<file path="src/rtl/multicycle_core.sv">
// Multicycle processor for the 16-bit instruction set: a control FSM drives one
// shared instruction/data memory port with a req/ready handshake.
module multicycle_core #(
    parameter int unsigned           DATA_WIDTH = 16,
    parameter int unsigned           ADDR_WIDTH = 16,
    parameter logic [ADDR_WIDTH-1:0] RESET_PC   = '0
) (
    input  logic                  clock,
    input  logic                  reset_n,
    output logic                  mem_req,
    output logic                  mem_we,
    output logic [ADDR_WIDTH-1:0] mem_addr,
    output logic [DATA_WIDTH-1:0] mem_wdata,
    input  logic [DATA_WIDTH-1:0] mem_rdata,
    input  logic                  mem_ready,
    output logic [ADDR_WIDTH-1:0] pc,
    output logic                  retired,
    output logic                  halted,
    output logic                  illegal
);

    typedef enum logic [2:0] {
        ST_START,
        ST_FETCH,
        ST_DECODE,
        ST_EXECUTE,
        ST_MEMORY,
        ST_WRITEBACK,
        ST_HALT
    } state_e;

    localparam logic [3:0] OP_RTYPE = 4'b0000;
    localparam logic [3:0] OP_ADDI  = 4'b0001;
    localparam logic [3:0] OP_LW    = 4'b0010;
    localparam logic [3:0] OP_SW    = 4'b0011;
    localparam logic [3:0] OP_BEQ   = 4'b0100;
    localparam logic [3:0] OP_BNE   = 4'b0101;
    localparam logic [3:0] OP_J     = 4'b0110;
    localparam logic [3:0] OP_HALT  = 4'b1111;
    localparam logic [2:0] FN_NOP   = 3'b111;

    state_e                state_q, state_d;
    logic [ADDR_WIDTH-1:0] pc_q, pc_d;
    logic [15:0]           ir_q, ir_d;
    logic [DATA_WIDTH-1:0] a_q, a_d;
    logic [DATA_WIDTH-1:0] b_q, b_d;
    logic [DATA_WIDTH-1:0] alu_q, alu_d;
    logic [DATA_WIDTH-1:0] mdr_q, mdr_d;
    logic                  illegal_q, illegal_d;
    logic [DATA_WIDTH-1:0] rf_q [8];

    logic                  rf_we;
    logic [2:0]            rf_waddr;
    logic [DATA_WIDTH-1:0] rf_wdata;

    logic [3:0]            opcode;
    logic [2:0]            rs, rt, rd, funct;
    logic [DATA_WIDTH-1:0] imm_data;
    logic [ADDR_WIDTH-1:0] imm_addr;
    logic [ADDR_WIDTH-1:0] data_addr;

    assign opcode    = ir_q[15:12];
    assign rs        = ir_q[11:9];
    assign rt        = ir_q[8:6];
    assign rd        = ir_q[5:3];
    assign funct     = ir_q[2:0];
    assign imm_data  = DATA_WIDTH'($signed(ir_q[5:0]));
    assign imm_addr  = ADDR_WIDTH'($signed(ir_q[5:0]));
    assign data_addr = ADDR_WIDTH'(alu_q);

    assign pc      = pc_q;
    assign halted  = (state_q == ST_HALT);
    assign illegal = illegal_q;

    function automatic logic [DATA_WIDTH-1:0] alu_op(input logic [2:0]            f,
                                                     input logic [DATA_WIDTH-1:0] x,
                                                     input logic [DATA_WIDTH-1:0] y);
        case (f)
            3'b000:  return x + y;
            3'b001:  return x - y;
            3'b010:  return x & y;
            3'b011:  return x | y;
            3'b100:  return x ^ y;
            3'b101:  return ~(x | y);
            3'b110:  return {{(DATA_WIDTH-1){1'b0}}, ($signed(x) < $signed(y))};
            default: return '0;
        endcase
    endfunction

    // NOTE: every signal assigned below gets a default first, so no path can infer a latch.
    always_comb begin
        state_d   = state_q;
        pc_d      = pc_q;
        ir_d      = ir_q;
        a_d       = a_q;
        b_d       = b_q;
        alu_d     = alu_q;
        mdr_d     = mdr_q;
        illegal_d = illegal_q;
        rf_we     = 1'b0;
        rf_waddr  = '0;
        rf_wdata  = '0;
        mem_req   = 1'b0;
        mem_we    = 1'b0;
        mem_addr  = '0;
        mem_wdata = '0;
        retired   = 1'b0;

        case (state_q)
            ST_START: state_d = ST_FETCH;

            ST_FETCH: begin
                mem_req  = 1'b1;
                mem_addr = pc_q;
                if (mem_ready) begin
                    ir_d    = mem_rdata[15:0];
                    pc_d    = pc_q + ADDR_WIDTH'(1);
                    state_d = ST_DECODE;
                end
            end

            // r0 is never written, so it reads back as its reset value of zero.
            ST_DECODE: begin
                a_d = rf_q[rs];
                b_d = rf_q[rt];
                case (opcode)
                    OP_HALT: state_d = ST_HALT;
                    OP_RTYPE, OP_ADDI, OP_LW, OP_SW, OP_BEQ, OP_BNE, OP_J:
                        state_d = ST_EXECUTE;
                    default: begin
                        illegal_d = 1'b1;
                        state_d   = ST_HALT;
                    end
                endcase
            end

            ST_EXECUTE: begin
                case (opcode)
                    OP_RTYPE: begin
                        alu_d   = alu_op(funct, a_q, b_q);
                        state_d = ST_WRITEBACK;
                    end
                    OP_ADDI: begin
                        alu_d   = a_q + imm_data;
                        state_d = ST_WRITEBACK;
                    end
                    OP_LW, OP_SW: begin
                        alu_d   = a_q + imm_data;
                        state_d = ST_MEMORY;
                    end
                    OP_BEQ, OP_BNE: begin
                        if ((a_q == b_q) == (opcode == OP_BEQ))
                            pc_d = pc_q + imm_addr;
                        retired = 1'b1;
                        state_d = ST_FETCH;
                    end
                    OP_J: begin
                        pc_d    = (pc_q & ~ADDR_WIDTH'(12'hFFF)) | ADDR_WIDTH'(ir_q[11:0]);
                        retired = 1'b1;
                        state_d = ST_FETCH;
                    end
                    default: state_d = ST_HALT;
                endcase
            end

            ST_MEMORY: begin
                mem_req   = 1'b1;
                mem_we    = (opcode == OP_SW);
                mem_addr  = data_addr;
                mem_wdata = b_q;
                if (mem_ready) begin
                    if (opcode == OP_SW) begin
                        retired = 1'b1;
                        state_d = ST_FETCH;
                    end else begin
                        mdr_d   = mem_rdata;
                        state_d = ST_WRITEBACK;
                    end
                end
            end

            ST_WRITEBACK: begin
                retired = 1'b1;
                state_d = ST_FETCH;
                case (opcode)
                    OP_RTYPE: begin
                        rf_we    = (funct != FN_NOP);
                        rf_waddr = rd;
                        rf_wdata = alu_q;
                    end
                    OP_ADDI: begin
                        rf_we    = 1'b1;
                        rf_waddr = rt;
                        rf_wdata = alu_q;
                    end
                    default: begin
                        rf_we    = 1'b1;
                        rf_waddr = rt;
                        rf_wdata = mdr_q;
                    end
                endcase
            end

            ST_HALT: state_d = ST_HALT;

            default: state_d = ST_START;
        endcase
    end

    // NOTE: the register file must power up as all zeros, so it is built from
    // resettable flops rather than an inferred RAM.
    always_ff @(posedge clock or negedge reset_n) begin
        if (!reset_n) begin
            state_q   <= ST_START;
            pc_q      <= RESET_PC;
            ir_q      <= '0;
            a_q       <= '0;
            b_q       <= '0;
            alu_q     <= '0;
            mdr_q     <= '0;
            illegal_q <= 1'b0;
            for (int i = 0; i < 8; i++) rf_q[i] <= '0;
        end else begin
            state_q   <= state_d;
            pc_q      <= pc_d;
            ir_q      <= ir_d;
            a_q       <= a_d;
            b_q       <= b_d;
            alu_q     <= alu_d;
            mdr_q     <= mdr_d;
            illegal_q <= illegal_d;
            if (rf_we && (rf_waddr != 3'd0)) rf_q[rf_waddr] <= rf_wdata;
        end
    end

endmodule

</file>
<file path="config.mk">
export PLATFORM = sky130hd
export DESIGN_NAME = multicycle_core
export DESIGN_NICKNAME = d
export VERILOG_FILES = /design/src/rtl/multicycle_core.sv
export SDC_FILE = /design/constraint.sdc
export NUM_CORES = 1
export LEC_CHECK = 0
export CAP_MARGIN = 20
export CORE_UTILIZATION = 40
export DETAILED_ROUTE_END_ITERATION = 8
export GPL_TIMING_DRIVEN = 0
export SLEW_MARGIN = 20
export SYNTH_ARGS = -nofsm -noshare
export SYNTH_HDL_FRONTEND = slang
export SYNTH_SLANG_ARGS = --single-unit
</file>
<file path="constraint.sdc">
create_clock -name clock -period 3.68 [get_ports clock]
set_input_delay 0.552 -clock clock [delete_from_list [all_inputs] [get_ports clock]]
set_output_delay 0.552 -clock clock [all_outputs]
set_load 0.05 [all_outputs]
</file>
==> metrics, run 1 <==
Final Skew=0.03965 ns; post-layout min period=3.546 ns; crit path buf inv count=3; fmax=282.0 MHz; share of cells above drive strength 1=0.1826; Die ar.=39920 µm²; highest routing layer actually used=met4; Final Hold Viols=0; IO buf count=71; First DRT Iteration DRCs=887; Core Area=38650 µm²; Mean Syn Cell Area=10.12 µm²; area share of the largest cell type after synthesis=0.3646; VDD IR max=339.6 µV; RSZ-0062 raised after global routing=no; fin area=18140 µm²; critical path, cell by cell=buf_2 > nand2b_1 > clkbuf_1 > nor3_1 > clkdlybuf4s50_1; critical path endpoint category=output port; routed wl met3=2239 µm; final-layout fill cell count=3670; Clock Sink Count=228; Synth Instances=1546; nets=1762; sequential share of the synthesized area=0.3646; HP Class=in -> async; max-slew violations=0; Internal Power=4.396 mW; Comb power frac=0.015; drc violations=0; WL met1=22950 µm; critical path's top delay family=buffers and inverters; Worst-path clk slew=0.06 ns; # IOs=72; Detail Route Antenna Nets=0; Final setup viols=0; ys flop type=dfrtp_1; CTS Buf Count=27; run status=finished, final reports clean; H-Tree Depth=1; # Post-CTS Setup Buffers=0; GRT Total Usage=0.2583; NetSw=1.181 mW; Max Root-Sink Buffers=3; drt first pass iters=5; Post-Syn Area=15650 µm²; global-route wire length before repair=77540 µm; initial antenna violation count=0; Vias/cell=5.922; arrival time of the worst setup path=2.99 ns; Avg WL per Cell=23.30 µm; fin crit share=0.9637; Reg power frac=0.450; Crit Path Max Fanout=10; most frequent cell after synthesis=dfrtp_1; slew of the pin with the lowest slew margin=1.072 ns; grt ovf=0; P_leak=8.006 nW; Placer Congestion=0.9759; Syn Nets=1657; Synth async-reset ratio=1.000; hpwl dp=38650 µm; CP peak stage delay=0.89 ns; largest net degree at the start of global routing=78; commonest cells in the netlist=228 x dfrtp_1, 142 x mux2_2, 126 x nor2_1; Chip Width=199.8 µm; Critical Path RT=3.13 ns; CP Launch Type=flip-flop; Seq cells post-synth=228; dpl cell area=17110 µm²; post-synth cell types=84; CTS root buffer=clkbuf_16; # diodes=0; Power Dens Cells=307.4 nW/µm²; Rows=72; vias in the first global route=12713; Post-Route WL=50970 µm; Synth area leader=dfrtp_1; clock tree from TritonCTS=yes; Starting Density=0.4049; via count=12957; Post-synth EDFFs=0; Final Util=0.4695; insertion delay to the later sink of the worst-skew pair=0.56 ns; met2 WL=24460 µm; synth top area cells=dfrtp_1 36%, mux2_2 10%, mux4_2 9.2%, ha_1 7.0%, a21oi_1 4.0%; CP max stage cell=clkdlybuf4s50_1; area growth from synthesis to layout=15.94%; max-cap viol count=0; Die Span Y=199.8 µm; kind of critical path=reg -> out; switching power share of the total=0.2117; Max-Slew Margin vs Limit=0.2853; yosys warns=0; clock power share=0.535
metal layers:
metal / vias to the layer above / track usage
li1: 5937 / -
met1: 6559 / 0.3574
met2: 392 / 0.4331
met3: 69 / 0.02100
met4: 0 / 0.07407
met5: - / 0
what timing repair did:
item,CTS,global route
hold endpoints to repair,35,0
hold buffers,1,0
gates cloned,0,0
pin swaps,0,0
endpoints found under the setup margin,10,15
gates resized for setup,1,15
layout make-up:
class | instances | area [µm²] | share of cell area
multi-input cells | 1148 | 9281 | 0.5115
clock inverters | 15 | 266.5 | 0.01469
flip-flops and latches | 228 | 5707 | 0.3145
plain buffers | 113 | 479.2 | 0.02641
well taps | 518 | 648.1 | 0.03572
inverters | 57 | 214.0 | 0.01179
clock buffers | 33 | 708.2 | 0.03903
repair buffers | 76 | 840.8 | 0.04634
cell families (layout without fill, tap and decap cells):
logic type | Yosys count | count (layout) | share of synthesized area
and+or+nand+nor | 404 | 404 | 0.1253
AOI/OAI and AO/OA | 377 | 377 | 0.1541
muxes | 251 | 251 | 0.2231
DFF | 228 | 228 | 0.3646
buffers and inverters | 170 | 294 | 0.04405
adders and majority gates | 92 | 92 | 0.07547
xor gates and xnor gates | 24 | 24 | 0.01343
through the flow:
stage / setup WS [ns] / std cells / hold slack, ns / total power [mW] / setup TNS (ns)
2_1_floorplan: 0.8053 / 1546 / 0.2564 / 2.554 / 0
3_3_place_gp: -7.913 / 2135 / 0.4521 / 2.632 / -1798.24
3_5_place_dp: 0.1074 / 2139 / 0.4528 / 2.642 / 0
4_1_cts: 0.04454 / 2188 / 0.4697 / 5.615 / 0
5_1_grt: 0.01936 / 2188 / 0.4983 / 5.725 / 0
6_report: 0.1337 / 2188 / 0.4686 / 5.577 / 0
layout by cell type (no fill, tap or decap), types with 12 or more instances in the layout:
master / synthesis / layout
clkdlybuf4s50_1: 0 / 60
nand3_1: 30 / 30
nor2_1: 126 / 125
nor3_1: 53 / 52
dfrtp_1: 228 / 227
ha_1: 88 / 88
clkbuf_1: 81 / 84
buf_1: 14 / 13
o21ai_0: 82 / 82
a31oi_1: 17 / 17
inv_1: 56 / 56
or3_1: 12 / 12
a211oi_1: 18 / 16
o21bai_1: 12 / 12
nand2_1: 101 / 101
mux4_2: 64 / 64
clkbuf_16: 0 / 27
xnor2_1: 14 / 14
nand2b_1: 16 / 16
a22o_1: 16 / 16
mux2i_1: 45 / 45
mux2_2: 142 / 142
a21oi_1: 124 / 124
power groups by stage:
stage / Clock [mW] / Combinational (mW) / Sequential [mW]
final: 2.98 / 0.0858 / 2.51
after global routing: 3.12 / 0.0982 / 2.51
after CTS: 3.02 / 0.0903 / 2.51
after detailed placement: 0 / 0.0891 / 2.55
after floorplan: 0 / 0.000402 / 2.55
after global placement: 0 / 0.0765 / 2.56
flip-flops by register name (all words and copies together) (netlist names):
name / count
rf_q: 128
a_q: 16
alu_q: 16
b_q: 16
ir_q: 16
mdr_q: 16
pc: 16
state_q: 3
illegal: 1
final timing paths:
check                            from      endpoint  slack (ns)  depth (start not counted)
max                        state_q[0]  mem_wdata[2]        0.13                          5
min                           reset_n      rf_q[41]        0.47                          2
max reg2reg                    a_q[0]     alu_q[14]        0.14                         10
min reg2reg                 rf_q[116]     rf_q[116]        0.48                          1
max in group asynchronous     reset_n       a_q[13]        2.20                          4
min in group clock          rf_q[116]     rf_q[116]        0.48                          1
Power figures use the tool's default switching activity.
==> run 2, diff against run 1 <==
--- a/config.mk
+++ b/config.mk
@@ -6,7 +6,8 @@
 export NUM_CORES = 1
 export LEC_CHECK = 0
 export CAP_MARGIN = 20
-export CORE_UTILIZATION = 40
+export CORE_UTILIZATION = 45
+export CTS_BUF_LIST = sky130_fd_sc_hd__clkbuf_4
 export DETAILED_ROUTE_END_ITERATION = 8
 export GPL_TIMING_DRIVEN = 0
 export SLEW_MARGIN = 20
==> metrics, run 2 (synthesis gave the netlist of run 1 again) <==
Final setup viols=0 (unchanged); area growth from synthesis to layout=13.80% (was 15.94%); Starting Density=0.4621 (was 0.4049); Place WS=0.06781 ns (was 0.1074 ns); fin crit share=0.9959 (was 0.9637); grt ovf=0 (unchanged); Post-Route WL=50100 µm (was 50970 µm); Final Util=0.5259 (was 0.4695); commonest non-fill, non-tap cell in the layout=dfrtp_1 (unchanged); H-Tree Depth=2 (was 1); insertion delay to the later sink of the worst-skew pair=0.76 ns (was 0.56 ns); Max Root-Sink Buffers=3 (unchanged); Comb power frac=0.018 (was 0.015); CTS root buffer=clkbuf_4 (was clkbuf_16); Vias/cell=6.071 (was 5.922); # IOs=72 (unchanged); clock power share=0.457 (was 0.535); largest net degree at the start of global routing=91 (was 78); max reg flops=128 (unchanged); final non-filler cell total=2175 (was 2188); initial antenna violation count=2 (was 0); First DRT Iteration DRCs=935 (was 887); post-layout min period=3.665 ns (was 3.546 ns); share of cells above drive strength 1=0.2080 (was 0.1826); run status=finished, final reports clean (unchanged); R2R depth=10 (unchanged); Critical Path RT=3.13 ns (about the same); Final Skew=0.07298 ns (was 0.03965 ns); Placer Congestion=0.9334 (was 0.9759); Avg WL per Cell=23.03 µm (was 23.30 µm); Power Dens Cells=268.3 nW/µm² (was 307.4 nW/µm²); Die Span Y=188.5 µm (was 199.8 µm); Crit Path Max Fanout=10 (unchanged); Max-Slew Margin vs Limit=0.2830 (was 0.2853); setup TNS=0 ns (unchanged); drt first pass iters=5 (unchanged); fmax=272.9 MHz (was 282.0 MHz); nets=1797 (was 1762); via count=13205 (was 12957); max-slew violations=0 (unchanged); Clock Sink Count=228 (unchanged); dpl cell area=17030 µm² (was 17110 µm²); max-cap viol count=0 (unchanged); IO buf count=71 (unchanged); slew of the pin with the lowest slew margin=1.075 ns (was 1.072 ns); fin worst setup slack=0.01514 ns (was 0.1337 ns); hpwl dp=37940 µm (was 38650 µm); global-route wire length before repair=77040 µm (was 77540 µm); NetSw=1.135 mW (was 1.181 mW); Chip Width=188.5 µm (was 199.8 µm); arrival time of the worst setup path=3.11 ns (was 2.99 ns); Reg power frac=0.524 (was 0.450); drc violations=0 (unchanged); CTS Buf Count=61 (was 27); VDD IR max=254.8 µV (was 339.6 µV); CP Launch Type=flip-flop (unchanged); clock tree from TritonCTS=yes (unchanged); kind of critical path=reg -> out (unchanged); Top reg by flops=rf_q (unchanged); HP Class=in -> async (unchanged); switching power share of the total=0.2376 (was 0.2117); # Post-CTS Setup Buffers=0 (unchanged); GRT Total Usage=0.2840 (was 0.2583); RSZ-0062 raised after global routing=no (unchanged); Internal Power=3.643 mW (was 4.396 mW); vias in the first global route=12850 (was 12713); fin area=17810 µm² (was 18140 µm²); Final Hold Viols=0 (unchanged); P_leak=7.945 nW (was 8.006 nW); Die ar.=35530 µm² (was 39920 µm²); most frequent cells in the layout=227 x dfrtp_1, 142 x mux2_2, 125 x nor2_1, 124 x a21oi_1, 101 x nand2_1 (unchanged); critical path endpoint category=output port (unchanged); Core Area=33870 µm² (was 38650 µm²); Rows=67 (was 72); Detail Route Antenna Nets=0 (unchanged); dpl cells=2070 (was 2139); Worst-path clk slew=0.07 ns (was 0.06 ns)
-- run 2: stage by stage --
stage | hold WS, ns | total power [mW]
floorplan | 0.2564 | 2.554
global placement | 0.4519 | 2.633
detailed placement | 0.3923 | 2.642
CTS | 0.1967 | 4.839
global route | 0.2093 | 4.989
finish | 0.2292 | 4.778
-- run 2: timing repair --
action	4_1_cts	5_1_grt
hold buffers	1	0
resized for setup	13	15
endpoints found under the setup margin	15	13
endpoints found under the hold margin	105	0
-- run 2: final timing paths --
kind                       slack, ns          from      endpoint
setup / recovery                0.02    state_q[0]  mem_wdata[1]
hold / removal                  0.23       reset_n        pc[12]
setup reg to reg                0.14        a_q[0]     alu_q[14]
hold reg to reg                 0.48     rf_q[124]     rf_q[124]
max in group asynchronous       2.05       reset_n        b_q[8]
min in group clock              0.43  mem_rdata[4]      mdr_q[4]
-- run 2: per-layer routing --
metal / routed length [µm] / part of all wire / GRT usage / vias to the layer above
met5: 0 / 0 / 0 / -
met4: 1430 / 0.029 / 0.09584 / 0
met1: 22150 / 0.44 / 0.3929 / 6636
met3: 2750 / 0.055 / 0.03427 / 96
met2: 23770 / 0.47 / 0.4618 / 433
li1: - / - / - / 6040
-- run 2: power by group through the flow --
stage,clock [mW],combinational [mW],sequential [mW]
6_report,2.19,0.0862,2.51
5_1_grt,2.39,0.0983,2.50
3_3_place_gp,0,0.0772,2.56
4_1_cts,2.24,0.0905,2.51
2_1_floorplan,0,0.000402,2.55
3_5_place_dp,0,0.0894,2.55
-- run 2: critical path, cell delays in order (launching register included) --
cell	delay [ns]
dfrtp_1	0.35
buf_2	0.16
nand2b_1	0.20
clkbuf_1	0.34
nor3_1	0.43
clkdlybuf4s50_1	0.88
-- run 2: final cells by class --
| type | count | area [µm²] |
|---|---|---|
| Fill cell | 3174 | 16060 |
| Multi-Input combinational cell | 1148 | 9286 |
| Sequential cell | 228 | 5707 |
| Timing Repair Buffer | 77 | 820.8 |
| Clock buffer | 90 | 675.6 |
| Tap cell | 448 | 560.5 |
| Buffer | 113 | 481.7 |
| Inverter | 57 | 214.0 |
| Clock inverter | 13 | 61.31 |
| Antenna cell | 1 | 2.502 |
